===== config.mk =====
export PLATFORM = sky130hd
export DESIGN_NAME = jk_reg_bank
export DESIGN_NICKNAME = d
export VERILOG_FILES = /design/src/rtl/jk_reg_bank.sv
export SDC_FILE = /design/constraint.sdc
export NUM_CORES = 1
export LEC_CHECK = 0
export ABC_AREA = 1
export CAP_MARGIN = 20
export CORE_AREA = 2 2 57 59
export DETAILED_ROUTE_END_ITERATION = 8
export DIE_AREA = 0 0 59 61
export PLACE_DENSITY_LB_ADDON = 0.1
export SYNTH_ARGS = -nofsm -noshare
export SYNTH_HDL_FRONTEND = slang
export SYNTH_SLANG_ARGS = --single-unit

===== constraint.sdc =====
create_clock -name clk -period 1.1 [get_ports clk]
set_clock_uncertainty 0.1 [all_clocks]
set_input_delay 0.22 -clock clk [delete_from_list [all_inputs] [get_ports clk]]
set_output_delay 0.22 -clock clk [all_outputs]
set_load 0.02 [all_outputs]

===== src/rtl/jk_reg_bank.sv =====
// Bank of NBITS independent JK flip-flops with parallel load, a registered change flag
// and an optional saturating change-event counter (built when JK_REG_BANK_CNT_EN is defined).

module jk_reg_bank_lane #(
    parameter logic RST = 1'b0
) (
    input  logic clk,
    input  logic reset_n,
    input  logic en,
    input  logic j,
    input  logic k,
    input  logic ld,
    input  logic ld_d,
    output logic q,
    output logic flip
);
    logic nxt;

    always_comb begin
        nxt = q;
        if (ld) begin
            nxt = ld_d;
        end else if (en) begin
            unique case ({j, k})
                2'b00:   nxt = q;
                2'b01:   nxt = 1'b0;
                2'b10:   nxt = 1'b1;
                default: nxt = ~q;
            endcase
        end
    end

    // Tells the top whether this lane is about to change at the coming edge.
    assign flip = nxt ^ q;

    always_ff @(posedge clk or negedge reset_n) begin
        if (!reset_n) q <= RST;
        else          q <= nxt;
    end
endmodule

module jk_reg_bank #(
    parameter int               NBITS     = 8,
    parameter logic [NBITS-1:0] RESET_VAL = '0,
    parameter int               CNT_W     = 16
) (
    input  logic             clk,
    input  logic             reset_n,
    input  logic             en,
    input  logic [NBITS-1:0] j,
    input  logic [NBITS-1:0] k,
    input  logic             ld,
    input  logic [NBITS-1:0] ld_data,
    input  logic             cnt_clr,
    output logic [NBITS-1:0] q,
    output logic             chg,
    output logic [CNT_W-1:0] cnt
);
    logic [NBITS-1:0] flip;
    logic             any_chg;

    for (genvar i = 0; i < NBITS; i++) begin : g_lane
        jk_reg_bank_lane #(.RST(RESET_VAL[i])) u_lane (
            .clk     (clk),
            .reset_n (reset_n),
            .en      (en),
            .j       (j[i]),
            .k       (k[i]),
            .ld      (ld),
            .ld_d    (ld_data[i]),
            .q       (q[i]),
            .flip    (flip[i])
        );
    end

    assign any_chg = |flip;

    always_ff @(posedge clk or negedge reset_n) begin
        if (!reset_n) chg <= 1'b0;
        else          chg <= any_chg;
    end

`ifdef JK_REG_BANK_CNT_EN
    // Clear wins over a same-edge increment; the count sticks at all-ones.
    always_ff @(posedge clk or negedge reset_n) begin
        if (!reset_n)                  cnt <= '0;
        else if (cnt_clr)              cnt <= '0;
        else if (any_chg && cnt != '1) cnt <= cnt + 1'b1;
    end
`else
    logic unused_cnt_clr;
    assign unused_cnt_clr = cnt_clr;
    assign cnt            = '0;
`endif
endmodule


==> results of run 1 <==
## kinds of logic (layout without fill, tap and decap cells)
logic type	after synthesis	count (layout)	synth area share, %
buf+inv	40	76	27.6
compound gates	2	2	2.60
simple gates	79	79	46.0
other cells	1	16	0.390
flops	9	9	23.4
## stage by stage
step                      TNS (ns)  area, µm²
final                       -0.500       1470
after global routing         -1.07       1470
after CTS                   -0.733       1430
after detailed placement     -4.54       1380
after global placement       -4.38       1380
after floorplan            -0.0471       1020
## layout by cell type (no fill, tap or decap)
cell type and n:
o211ai_2 2, nand2_2 13, bufbuf_16 1, clkbuf_1 1, nand2_4 2, nand3_2 18, nor2_1 2, buf_4 13
nand2_1 36, inv_1 5, nand3_1 6, clkbuf_2 1, or2_1 2, clkbuf_4 3, buf_2 7, dfrtp_1 9
clkdlybuf4s50_1 25, inv_4 2, dlygate4sd2_1 1, buf_6 9, buf_12 2, conb_1 16, inv_2 6
## power by group
part / leakage (nW) / total [mW] / switching [mW] / internal (mW)
clock network: 0.0150 / 0.274 / 0.134 / 0.140
logic: 0.650 / 0.662 / 0.333 / 0.329
registers: 0.104 / 0.382 / 0.0206 / 0.361
total: 0.769 / 1.32 / 0.487 / 0.830
## worst reg2reg max path, delay by kind of cell, from the launching register on
kind	cells	cell delay [ns]
DFF	1	0.39
buffers and inverters	1	0.13
and+or+nand+nor	8	0.55
## flip-flops by register name, summed over array words and instances, names as in the netlist
signal           cells
chg                  1
g_lane.u_lane.q      8
## layer usage
| layer | vias up | part of all wire (%) | routed length [µm] | track usage (%) |
|---|---|---|---|---|
| met5 | - | 0 | 0 | 0 |
| met4 | 0 | 1.1 | 27 | 7.79 |
| met3 | 2 | 5.5 | 132 | 1.49 |
| met2 | 29 | 50 | 1210 | 24.4 |
| met1 | 425 | 43 | 1030 | 16.9 |
| li1 | 471 | - | - | - |
## final cells by class
class	count	area, µm²
timing repair buffer	59	571
fill	311	1480
sequential	9	225
tap	33	41.3
multi-input combinational	97	554
inverter	13	53.8
clock buffer	4	26.3
## final timing paths
| check | to | slack (ns) | cells after the start |
|---|---|---|---|
| hold reg to reg | g_lane[3].u_lane.q$_DFF_PN0_ | 0.58 | 3 |
| setup / recovery | chg$_DFF_PN0_ | -0.17 | 9 |
| hold / removal | g_lane[1].u_lane.q$_DFF_PN0_ | 0.15 | 2 |
| setup reg to reg | chg$_DFF_PN0_ | -0.17 | 9 |
| min in group clk | g_lane[3].u_lane.q$_DFF_PN0_ | 0.38 | 6 |
| max in group asynchronous | g_lane[2].u_lane.q$_DFF_PN0_ | 0.61 | 2 |
## repair_timing
item,CTS,global route
resized for setup,52,15
gates cloned,1,0
setup buffers,2,2
setup endpoints to repair,14,14
hold endpoints to repair,0,0
pin swaps,12,14
==> summary.md, run 1 <==
| Metric | Value |
|---|---|
| Final Power | about 1.3 mW |
| Vias in the first global route | ~840 |
| DRC viols | 0 |
| Clock sinks | 9 |
| CTS clock-pin slew for the worst setup and hold paths | 0.07 ns |
| Antenna fix cells | 0 |
| Dpl cells | ~210 |
| Total gr overflow | 0 |
| Vias per cell | 4.31 |
| # hold bufs at CTS | 0 |
| Via count | 927 |
| Die Y | between 60 and 70 µm |
| Nets | ~210 |
| Kind of critical path | flip-flop to flip-flop |
| Arr. time, crit path | approximately 1.3 ns |
| Dpl ws | -0.643 ns |
| Routed WL | roughly 2.4 mm |
| F_max | slightly below 0.8 GHz |
| GRT Util Overall | between 10 and 15% |
| R2r startpoint | g_lane[0].u_lane.q$_DFF_PN0_ |
| CP Max Fanout | 3 |
| Final setup vio count | 11 |
| Synthesized area per cell | roughly 7.3 µm² |
| Worst Hold Class | primary input to asynchronous set/reset pin |
| Main flop type after synthesis | dfrtp_1 |
| Final Cycle Share | 115% |
| Most common cell on crit path | nand2_1 |
| Synth async-reset ratio | between 90% and 100% |
| First-pass GRT wire length | 3.64 mm |
| H-tree depth | 1 |
| Row count | 20 |
| Die area | about 3600 µm² |
| IO Count | 54 |
| Fin crit period | 1.27 ns |
| Core Area | between 2000 and 3000 µm² |
| Setup ws final | -0.166 ns |
| Setup crit end kind | flip-flop |
| HPWL after DPL | between 1.5 and 2 mm |
| Clk buf depth | 2 |
| Synth Register Bits | 9 |
| Iteration-0 DRC count of the detailed router | 14 |
| Synth unique cells | 16 |
| Post-synth top area cell | dfrtp_1 |
| Mapped Area | between 900 and 1000 µm² |
| Critical path startpoint | g_lane[0].u_lane.q$_DFF_PN0_ |
| Port bufs | 36 |
| Area contributors post-synth | dfrtp_1 23%, buf_4 19%, nand3_2 17% |
| Largest net degree at the start of global routing | 10 |
| Routed Antenna Nets | 0 |
| CTS tree | done |
| RD Place Congestion | 0.725 |
| Final Hold Viols | 0 |
| TritonCTS buffer count | 3 |
| Fraction of layout cells with a size suffix above 1 | about 43% |
| CTS root buffer | clkbuf_4 |
| Slew Limit Fails | 0 |
| Seq/Total Area, Yosys | roughly a quarter |
| Final std cells w/o fill | between 200 and 250 |
| Req. time, crit path | 1.16 ns |
| Startpoint Class | flip-flop |
| Area grow syn2layout | 53.1% |
| Crit-path cells | buf_6 -> nand3_2 -> nand3_2 -> nand2_2 -> nand2_1 -> nand2_1 -> nand2_1 -> nor2_1 -> nand2_1 |
| Maxcap violations | 0 |
| DRT Pass-1 Iters | 4 |
| Peak VDD IR | between 0.4 and 0.5 mV |
| Initial core utilization | around a third |
| Core Util, Final | about half |
| Cells after Synth | roughly 130 |
| Synth top area share | between 20% and 30% |
| Slowest cell on the critical path | dfrtp_1 |
| RSZ-0062 raised after global routing | yes |
| Skew-Pair Late Insertion Delay | 0.26 ns |
| Power per Cell Area | between 800 and 900 nW/µm² |
| Max incr delay on CP | about 0.39 ns |
| DR WL/cell | about 11 µm |
| Most frequent cell after synthesis | nand2_1 |
| Status | finished with violations |
| Top cells by count, synth | 41 x nand2_1, 24 x buf_4, 16 x nand3_2 |
| CP bufs+invs | 1 |
| Yosys warning total | 0 |
| Static leakage | 0.769 nW |
| Cell family with most CP delay | simple AND/OR/NAND/NOR gates |
| Antenna violations before repair | 0 |
| Post-synth EDFFs | 0 |
| Die width | approximately 60 µm |
| Final hold slack | 0.147 ns |
| Failing checks | setup timing |
(Power assumes the default switching activity.)
==> inputs of run 2 (changes only) <==
--- a/config.mk
+++ b/config.mk
@@ -6,7 +6,6 @@
 export NUM_CORES = 1
 export LEC_CHECK = 0
 export ABC_AREA = 1
-export CAP_MARGIN = 20
 export CORE_AREA = 2 2 57 59
 export DETAILED_ROUTE_END_ITERATION = 8
 export DIE_AREA = 0 0 59 61
==> results of run 2 <==
Same layout as run 1: the final DEF is identical, and so are final timing and power.
